==> config.mk <==
export PLATFORM = sky130hd
export DESIGN_NAME = vga_pixel_feeder
export DESIGN_NICKNAME = d
export VERILOG_FILES = /design/src/rtl/vga_pkg.sv /design/src/rtl/vga_pixel_feeder_raster_counter.sv /design/src/rtl/vga_pixel_feeder.sv
export SDC_FILE = /design/constraint.sdc
export NUM_CORES = 1
export LEC_CHECK = 0
export CORE_MARGIN = 2
export CORE_UTILIZATION = 51
export DETAILED_ROUTE_END_ITERATION = 10
export PLACE_DENSITY = 0.8
export SYNTH_ARGS = -nofsm -noshare
export SYNTH_HDL_FRONTEND = slang
export SYNTH_SLANG_ARGS = --single-unit
==> constraint.sdc <==
create_clock -name clk -period 2.6 [get_ports clk]
set_input_delay 0.26 -clock clk [delete_from_list [all_inputs] [get_ports clk]]
set_output_delay 0.26 -clock clk [all_outputs]
set_load 0.05 [all_outputs]
==> src/rtl/vga_pkg.sv <==
// Shared definitions for the VGA pixel feeder: register map, raster geometry, FSM states.
// Latency: n/a (declarations only).
// Backpressure: n/a (declarations only).
//
// Contents: slave register addresses, active raster size, coordinate type,
// feeder FSM state encoding and the coordinate-register packing helper.
package vga_pkg;

    localparam int         H_ACTIVE       = 640;
    localparam int         V_ACTIVE       = 400;
    localparam logic [7:0] VGA_DATA_ADDR  = 8'h00;
    localparam logic [7:0] VGA_COORD_ADDR = 8'h01;
    localparam int         COORD_W        = 10;

    typedef logic [COORD_W-1:0] coord_t;

    typedef enum logic [1:0] {
        IDLE  = 2'd0,
        COORD = 2'd1,
        DATA  = 2'd2,
        GAP   = 2'd3
    } feeder_state_t;

    // Coordinate register layout: {h[15:0], v[15:0]}, zero-extended from 10 bits.
    function automatic logic [31:0] pack_coord(input coord_t h, input coord_t v);
        return {16'(h), 16'(v)};
    endfunction

endpackage

==> src/rtl/vga_pixel_feeder_raster_counter.sv <==
// Raster position tracker: h/v counters with clear, advance and wrap at the active size.
// Latency: position updates on the edge where clear or advance is sampled; flags are combinational.
// Backpressure: none; the owner only pulses advance once per completed pixel.
//
// Ports: clk, reset (sync, active-high), clear (jump to origin), advance (step one pixel),
//        h/v (current position), last_pixel (at H_SIZE-1, V_SIZE-1), at_origin (at 0,0).
module raster_counter
    import vga_pkg::*;
#(
    parameter int H_SIZE = H_ACTIVE,
    parameter int V_SIZE = V_ACTIVE
) (
    input  logic   clk,
    input  logic   reset,
    input  logic   clear,
    input  logic   advance,
    output coord_t h,
    output coord_t v,
    output logic   last_pixel,
    output logic   at_origin
);

    logic h_last;
    logic v_last;

    assign h_last     = (h == coord_t'(H_SIZE - 1));
    assign v_last     = (v == coord_t'(V_SIZE - 1));
    assign last_pixel = h_last && v_last;
    assign at_origin  = (h == '0) && (v == '0);

    always_ff @(posedge clk) begin
        if (reset || clear) begin
            h <= '0;
            v <= '0;
        end else if (advance) begin
            if (h_last) begin
                h <= '0;
                v <= v_last ? '0 : v + 1'b1;
            end else begin
                h <= h + 1'b1;
            end
        end
    end

endmodule

==> src/rtl/vga_pixel_feeder.sv <==
// Avalon-MM write master turning a raster-ordered pixel stream into coord+data register writes.
// Latency: pixel accepted at edge N -> coord write in cycle N+1, data write in cycle N+2 (no stalls).
// Backpressure: pix_ready only in IDLE; waitrequest holds the current write stable until it drops.
//
// Ports: clk, reset (sync, active-high); pixel stream pix_data/pix_sof/pix_valid/pix_ready;
//        Avalon master chipselect/write/address/writedata/waitrequest;
//        status busy, frame_done (pulse), sof_resync (pulse), pixel_count (19-bit, wraps).
module vga_pixel_feeder #(
    parameter int         H_ACTIVE   = vga_pkg::H_ACTIVE,
    parameter int         V_ACTIVE   = vga_pkg::V_ACTIVE,
    parameter logic [7:0] COORD_ADDR = vga_pkg::VGA_COORD_ADDR,
    parameter logic [7:0] DATA_ADDR  = vga_pkg::VGA_DATA_ADDR,
    parameter int         GAP_CYCLES = 0
) (
    input  logic        clk,
    input  logic        reset,
    input  logic [7:0]  pix_data,
    input  logic        pix_sof,
    input  logic        pix_valid,
    output logic        pix_ready,
    output logic        chipselect,
    output logic        write,
    output logic [7:0]  address,
    output logic [31:0] writedata,
    input  logic        waitrequest,
    output logic        busy,
    output logic        frame_done,
    output logic        sof_resync,
    output logic [18:0] pixel_count
);

    import vga_pkg::*;

    // Gap counter is loaded with the last index so GAP lasts exactly GAP_CYCLES cycles.
    localparam logic [3:0] GAP_LAST = (GAP_CYCLES > 0) ? 4'(GAP_CYCLES - 1) : 4'd0;

    feeder_state_t state;
    feeder_state_t state_next;

    coord_t      h;
    coord_t      v;
    logic        last_pixel;
    logic        at_origin;
    logic        accept;
    logic        data_done;
    logic [7:0]  pix_byte;
    logic [3:0]  gap_cnt;
    logic        cs_next;
    logic [7:0]  addr_next;
    logic [31:0] wd_next;

    assign accept    = (state == IDLE) && pix_valid && pix_ready;
    assign data_done = (state == DATA) && !waitrequest;

    raster_counter #(
        .H_SIZE (H_ACTIVE),
        .V_SIZE (V_ACTIVE)
    ) u_raster (
        .clk        (clk),
        .reset      (reset),
        .clear      (accept && pix_sof),
        .advance    (data_done),
        .h          (h),
        .v          (v),
        .last_pixel (last_pixel),
        .at_origin  (at_origin)
    );

    always_ff @(posedge clk) begin
        if (reset) begin
            state <= IDLE;
        end else begin
            state <= state_next;
        end
    end

    // Next state plus the next value of the registered bus outputs. Bus fields
    // default to holding, which keeps a stalled transfer stable.
    always_comb begin
        state_next = state;
        cs_next    = chipselect;
        addr_next  = address;
        wd_next    = writedata;
        unique case (state)
            IDLE: begin
                if (accept) begin
                    state_next = COORD;
                    cs_next    = 1'b1;
                    addr_next  = COORD_ADDR;
                    // A start-of-frame pixel lands at the origin whatever the counter holds.
                    wd_next    = pix_sof ? 32'h0 : pack_coord(h, v);
                end
            end
            COORD: begin
                if (!waitrequest) begin
                    state_next = DATA;
                    addr_next  = DATA_ADDR;
                    wd_next    = {24'h0, pix_byte};
                end
            end
            DATA: begin
                if (!waitrequest) begin
                    state_next = (GAP_CYCLES > 0) ? GAP : IDLE;
                    cs_next    = 1'b0;
                end
            end
            GAP: begin
                if (gap_cnt == 4'd0) begin
                    state_next = IDLE;
                end
            end
            default: begin
                state_next = IDLE;
                cs_next    = 1'b0;
            end
        endcase
    end

    always_ff @(posedge clk) begin
        if (reset) begin
            chipselect  <= 1'b0;
            write       <= 1'b0;
            address     <= 8'h0;
            writedata   <= 32'h0;
            pix_ready   <= 1'b0;
            busy        <= 1'b0;
            frame_done  <= 1'b0;
            sof_resync  <= 1'b0;
            pixel_count <= 19'h0;
            pix_byte    <= 8'h0;
            gap_cnt     <= 4'h0;
        end else begin
            chipselect <= cs_next;
            write      <= cs_next;
            address    <= addr_next;
            writedata  <= wd_next;
            pix_ready  <= (state_next == IDLE);
            busy       <= (state_next != IDLE);
            frame_done <= data_done && last_pixel;
            sof_resync <= accept && pix_sof && !at_origin;
            if (accept) begin
                pix_byte <= pix_data;
            end
            if (data_done) begin
                pixel_count <= pixel_count + 19'd1;
            end
            if (data_done) begin
                gap_cnt <= GAP_LAST;
            end else if ((state == GAP) && (gap_cnt != 4'd0)) begin
                gap_cnt <= gap_cnt - 4'd1;
            end
        end
    end

endmodule

==> flow_metrics.py, run 1 <==
metrics = {
    "pwr": {
        "ir_drop_v": 0.000350,
        "p_int_uw": 1700,
        "pwr-share-seq_pct": 51.4,
        "p_leak_uw": 0.00154,
        "switching_share_pct": 30.6,
        "p_sw_uw": 752,
        "finalPower_uw": 2460,
        "power.share.clock_pct": 34.0,
        "p_per_area_nw_per_um2": 557,
        "comb_power_share_pct": 14.6,
    },
    "finish": {
        "final-seq-area_sq_um": 1580,
        "nNetsFinal": 503,
        "multi_input_area_sq_um": 1810,
        "antenna_cells": 0,
        "area_delta_synth_final_pct": 22.5,
        "drive_gt1_share_pct": 7.36,
        "fillers": 578,
    },
    "global_routing": {
        "grt_pass1_vias": 2948,
        "use_met1_pct": 28.9,
        "top_usage_layer": "met2",
        "grt_max_degree": 33,
        "grt_pass1_wl_mm": 13.5,
        "grt_util_all_layers_pct": 22.0,
        "grt_util_met3_pct": 4.71,
        "antenna_found_initial": 0,
        "use_met2_pct": 35.2,
        "gr-total-overflow": 0,
    },
    "sta": {
        "min_period_over_period_pct": 84.0,
        "relSlewSlack_pct": 48.8,
        "setup_tns_ps": 0,
        "tightest_slew_ps": 764,
        "setup_viol": 0,
        "max_freq_ghz": 0.458,
        "finalMaxSlewViolations": 0,
        "final.setup_skew_ps": 8.56,
        "period_needed_ps": 2190,
        "whs_ps": 377,
        "rsz0062_at_grt": "no",
        "final_hold_viol_count": 0,
    },
    "synth": {
        "synth-seq-cells": 79,
        "synthAdderAreaFrac_pct": 2.09,
        "yosys.area.top_type": "dfxtp_1",
        "async_reset_ff_share_pct": 0,
        "yosys.area.top_type_share_pct": 44.0,
        "synth-simple-area-share_pct": 27.2,
        "syn_avg_cell_area_sq_um": 8.42,
        "synth_area_leaders": "dfxtp_1 (44%), a21oi_1 (5.0%), nor2_1 (4.3%)",
        "synth_edf_count": 0,
        "synth_top_family_by_area": "simple AND/OR/NAND/NOR gates",
        "netlist_area_sq_um": 3600,
        "synth_compound_area_share_pct": 14.2,
        "yosys_warnings": 0,
        "synth_xor_area_share_pct": 4.38,
        "ys.flop_type": "dfxtp_1",
        "synthCells": 427,
        "synthDistinctLibCells": 50,
        "synth_seq_area_share_pct": 44.0,
        "muxShareOfSynthArea_pct": 0.278,
    },
    "floorplan": {
        "design.die.area_sq_um": 7740,
        "core-area_sq_um": 6790,
        "io_pins": 78,
        "initial_utilization_pct": 52.9,
        "die_x_um": 88.0,
        "die_h_um": 88.0,
        "num_rows": 30,
    },
    "routing": {
        "num_vias": 3209,
        "routed_wl_mm": 7.94,
        "drt_iter0_markers": 171,
        "drtAntennaViolNets": 0,
        "drc": 0,
        "drt_pre_antenna_iters": 4,
        "vias_per_cell": 5.49,
        "wl_per_cell_um": 13.6,
    },
    "setup_path": {
        "regToRegSetupSlack_ps": 410,
        "crit_required_ps": 2860,
        "cp-end-kind": "flip-flop",
        "slowest_stage": "dfxtp_1",
        "crit_type": "reg -> reg",
        "crit_chain": "ha_1 > nor4bb_1 > buf_4 > nand3_1 > or2_2 > a221oi_1",
        "regToRegStartpoint": "u_raster.h[0]",
        "start_kind": "flip-flop",
        "crit_path_max_fanout": 10,
        "r2r_cells": 6,
        "arrival_ps": 2450,
        "r2r_end": "u_raster.v[7]",
        "slowest_delay_ps": 390,
    },
    "clock_network": {
        "cts_buffer_depth": 2,
        "cts_sinks": 79,
        "post_cts.repair.setup_buffers": 0,
        "cts_resized": 0,
        "cts_hold_buf": 0,
        "numCtsBuffers": 9,
        "clk_pin_slew_ps": 90,
        "cts-htree-levels": 3,
        "clock_latency_ps": 360,
        "root_buffer": "clkbuf_8",
        "tritoncts": "built",
    },
    "placement": {
        "port_buffers": 58,
        "gp_congestion": 0.886,
        "dpl.hpwl_mm": 5.71,
    },
    "min_path": {
        "hold_path.class": "in -> reg",
        "min_path_cells": 2,
        "whs_endpoint": "writedata[20]",
        "min-delay-start": "reset",
    },
    "run": {
        "cap_violations": 0,
    },
    "status": {
        "status": "finished, final reports clean",
    },
}
[registers in the layout, summed over array words and instances (netlist names)]
| name | count |
|---|---|
| gap_cnt | 4 |
| pix_ready | 1 |
| writedata | 20 |
| address | 1 |
| state | 2 |
| write | 1 |
| busy | 1 |
| sof_resync | 1 |
| pixel_count | 19 |
| pix_byte | 8 |
| u_raster.v | 10 |
| frame_done | 1 |
| u_raster.h | 10 |
[worst max-delay path by stage]
stage / startpoint / end / slack [ps]
after floorplan: pixel_count[0] / pixel_count[12] / 600
after global placement: waitrequest / u_raster.v[5] / 300
after detailed placement: waitrequest / u_raster.v[5] / 240
after CTS: u_raster.h[0] / u_raster.v[5] / 430
after global routing: u_raster.h[0] / u_raster.v[7] / 230
final: u_raster.h[0] / u_raster.v[7] / 410
[final cells by class]
class / count / area share, %
Multi-Input combinational cell: 312 / 41.1
Clock buffer: 9 / 2.81
Sequential cell: 79 / 35.9
Clock inverter: 7 / 1.28
Inverter: 11 / 0.937
Timing Repair Buffer: 71 / 15.3
Tap cell: 96 / 2.73
[critical path: cells and delay by family, from the launching register on]
family	cells	cell delay [ps]
compound gates	1	290
fa+ha+maj	1	260
buf+inv	1	190
flops	1	390
simple gates	3	950
[power by group through the flow]
stage               Clock [uW]  Sequential, uW  Combinational [uW]
finish                     836            1260                 358
global route               899            1270                 384
CTS                        848            1260                 358
detailed placement           0            1290                 358
global placement             0            1290                 354
floorplan                    0            1360                 203
[cells in the final DEF (no fill, tap or decap), types with 9 or more instances in the layout]
master,synthesis,final
dfxtp_1,79,79
clkdlybuf4s50_1,0,57
nor2_1,41,41
nand2_1,38,38
a21oi_1,36,36
nor3_1,19,19
conb_1,1,19
nand3_1,17,17
o21ai_0,16,16
or3_1,13,13
buf_4,20,13
a22oi_1,12,12
inv_1,11,11
nand4_1,11,11
xor2_1,9,9
xnor2_1,9,9
clkbuf_8,0,9
[through the flow]
step           instances  util [%]  cell area, sq um  worst slack, ps
2_1_floorplan        445         -              3660              596
3_3_place_gp         569      62.2              4230              301
3_5_place_dp         569      62.2              4230              243
4_1_cts              585      64.8              4410              431
5_1_grt              585      64.8              4410              227
6_report             585      64.8              4410              415
[synth_stat cells (5+ instances only)]
library cell	n
and4_1	6
nand3_1	17
nor3_1	19
nor3b_1	6
a22oi_1	12
a21oi_1	36
or3_1	13
clkbuf_1	19
ha_1	6
xor2_1	9
dfxtp_1	79
a211oi_1	8
buf_4	20
inv_1	11
o21ai_0	16
nand2_1	38
nand4_1	11
xnor2_1	9
nor2_1	41
and3_1	5
[per-layer routing]
metal	part of all wire (%)	wire, um
met1	45	3550
met3	4.5	355
met2	49	3910
met4	1.6	124
met5	0	0
[cell families (layout without fill, tap and decap cells)]
logic type	count (synthesis)	after routing
flip-flops	79	79
AO/OA/AOI/OAI	85	85
AND/OR/NAND/NOR	183	183
other	1	19
buffers and inverters	54	98
multiplexers	1	1
XOR/XNOR	18	18
adder cells (fa/ha/maj)	6	6
Power figures use the tool's default switching activity.
==> run 2, diff against run 1 <==
--- a/config.mk
+++ b/config.mk
@@ -6,9 +6,9 @@
 export NUM_CORES = 1
 export LEC_CHECK = 0
 export CORE_MARGIN = 2
-export CORE_UTILIZATION = 51
+export CORE_UTILIZATION = 46
 export DETAILED_ROUTE_END_ITERATION = 10
-export PLACE_DENSITY = 0.8
+export PLACE_DENSITY = 0.76
 export SYNTH_ARGS = -nofsm -noshare
 export SYNTH_HDL_FRONTEND = slang
 export SYNTH_SLANG_ARGS = --single-unit
==> constraint.sdc (replaced) <==
create_clock -name clk -period 1.86 [get_ports clk]
set_input_delay 0.186 -clock clk [delete_from_list [all_inputs] [get_ports clk]]
set_output_delay 0.186 -clock clk [all_outputs]
set_load 0.05 [all_outputs]
==> run 2 against run 1 <==
Sequential share of layout area decreased by 1.9 points; core utilization decreased by 3.5 points; first-iteration DRC count decreased by 37%; sequential cell count unchanged; highest routed layer unchanged; combinational power increased by 47%; critical path type unchanged.
==> flow_metrics.py, run 2 (synthesis results as in run 1) <==
metrics = {
    "setup_path": {
        "slowest_stage": "or4_4",
        "arrival_ps": 2110,
        "crit_family": "simple AND/OR/NAND/NOR gates",
        "crit_buf_inv": 0,
        "regToRegSetupSlack_ps": 40,
        "crit_chain": "or3b_4 > or4_4 > or3_4 > a21oi_2",
        "crit_path_max_fanout": 5,
        "cp-end-kind": "flip-flop",
        "slowest_delay_ps": 580,
        "start_kind": "flip-flop",
        "crit_required_ps": 2160,
        "crit_type": "reg -> reg",
    },
    "clock_network": {
        "numCtsBuffers": 9,
        "tritoncts": "built",
        "clk_pin_slew_ps": 90,
        "cts_buffer_depth": 2,
        "clock_latency_ps": 360,
        "cts-htree-levels": 3,
        "root_buffer": "clkbuf_8",
        "cts_sinks": 79,
        "cts_hold_buf": 0,
    },
    "sta": {
        "tightest_slew_ps": 535,
        "period_needed_ps": 1820,
        "setup_viol": 0,
        "final_hold_viol_count": 0,
        "setup_slack_ps": 44.1,
        "max_freq_ghz": 0.551,
        "setup_tns_ps": 0,
        "relSlewSlack_pct": 64.2,
        "min_period_over_period_pct": 97.6,
        "finalMaxSlewViolations": 0,
        "rsz0062_at_grt": "yes",
        "final.setup_skew_ps": 10.6,
    },
    "finish": {
        "nNetsFinal": 523,
        "layout_common_cells": "dfxtp_1 (69), clkdlybuf4s50_1 (54), nor2_1 (41)",
        "reg_top3": "writedata (20), pixel_count (19)",
        "drive_gt1_share_pct": 15.5,
        "final_common_cell": "dfxtp_1",
        "largest_reg_flops": 20,
        "fillers": 658,
        "area_delta_synth_final_pct": 30.3,
        "layoutNonFillerInstCount": 611,
        "regMostFlops": "writedata",
        "final_util_pct": 61.3,
        "antenna_cells": 0,
    },
    "status": {
        "status": "finished, final reports clean",
    },
    "pwr": {
        "p_per_area_nw_per_um2": 769,
        "p_leak_uw": 0.00172,
        "ir_drop_v": 0.000359,
    },
    "routing": {
        "drt_iter0_markers": 107,
        "drt_pre_antenna_iters": 4,
        "wl_per_cell_um": 14.2,
        "vias_per_cell": 5.43,
        "routed_wl_mm": 8.67,
        "drc": 0,
        "drtAntennaViolNets": 0,
        "num_vias": 3315,
    },
    "global_routing": {
        "grt_pass1_vias": 3046,
        "antenna_found_initial": 0,
        "grt_pass1_wl_mm": 14.4,
        "gr-total-overflow": 0,
        "grt_util_all_layers_pct": 20.8,
        "grt_max_degree": 28,
    },
    "placement": {
        "dp_cells": 593,
        "dpl.hpwl_mm": 5.93,
        "dpl_worst_slack_ps": -268,
        "gp_congestion": 0.817,
        "port_buffers": 58,
    },
    "floorplan": {
        "die_x_um": 92.4,
        "num_rows": 32,
        "io_pins": 78,
        "die_h_um": 92.4,
        "initial_utilization_pct": 47.0,
        "design.die.area_sq_um": 8540,
        "core-area_sq_um": 7650,
    },
    "min_path": {
        "hold_path.class": "in -> reg",
    },
    "run": {
        "cap_violations": 0,
    },
}
-- run 2: report_power, final --
group          switching (uW)  total [uW]  internal (uW)
clock network             655        1320            663
registers                25.0        1760           1740
logic                     365         525            160
total                    1040        3600           2560
-- run 2: layout make-up --
| class | instances | area [sq um] | share of cell area, % |
|---|---|---|---|
| flip-flops and latches | 79 | 1590 | 34.0 |
| clock buffers | 10 | 138 | 2.94 |
| clock inverters | 6 | 68.8 | 1.47 |
| inverters | 11 | 41.3 | 0.881 |
| well taps | 102 | 128 | 2.72 |
| repair buffers | 90 | 823 | 17.6 |
| multi-input cells | 313 | 1900 | 40.4 |
-- run 2: worst register-to-register path, stage by stage, from the launching register on --
cell	delay, ps
dfxtp_2	330
or3b_4	390
or4_4	580
or3_4	350
a21oi_2	120
-- run 2: repair_timing --
| action | CTS | global route |
|---|---|---|
| endpoints found under the setup margin | 0 | 13 |
| setup buffers | 0 | 1 |
| gates resized for setup | 0 | 22 |
-- run 2: metrics by stage --
step,total power (uW),hold WS [ps],instance area (sq um)
2_1_floorplan,2190,276,3700
3_3_place_gp,2310,443,4390
3_5_place_dp,2320,449,4390
4_1_cts,3610,186,4600
5_1_grt,3730,207,4690
6_report,3600,191,4690
-- run 2: worst paths after layout --
path | start | endpoint | cells after the start
max reg2reg | state[1] | pixel_count[13] | 4
min | reset | writedata[19] | 2
max | state[1] | pixel_count[13] | 4
min reg2reg | pix_byte[2] | pix_byte[2] | 2
-- run 2: metal layers --
metal	up-vias	wire [um]	global-route usage, %
met5	-	0	0
met4	0	130	8.71
met3	14	572	4.48
met2	119	4190	34.1
met1	1544	3780	26.6
li1	1638	-	-
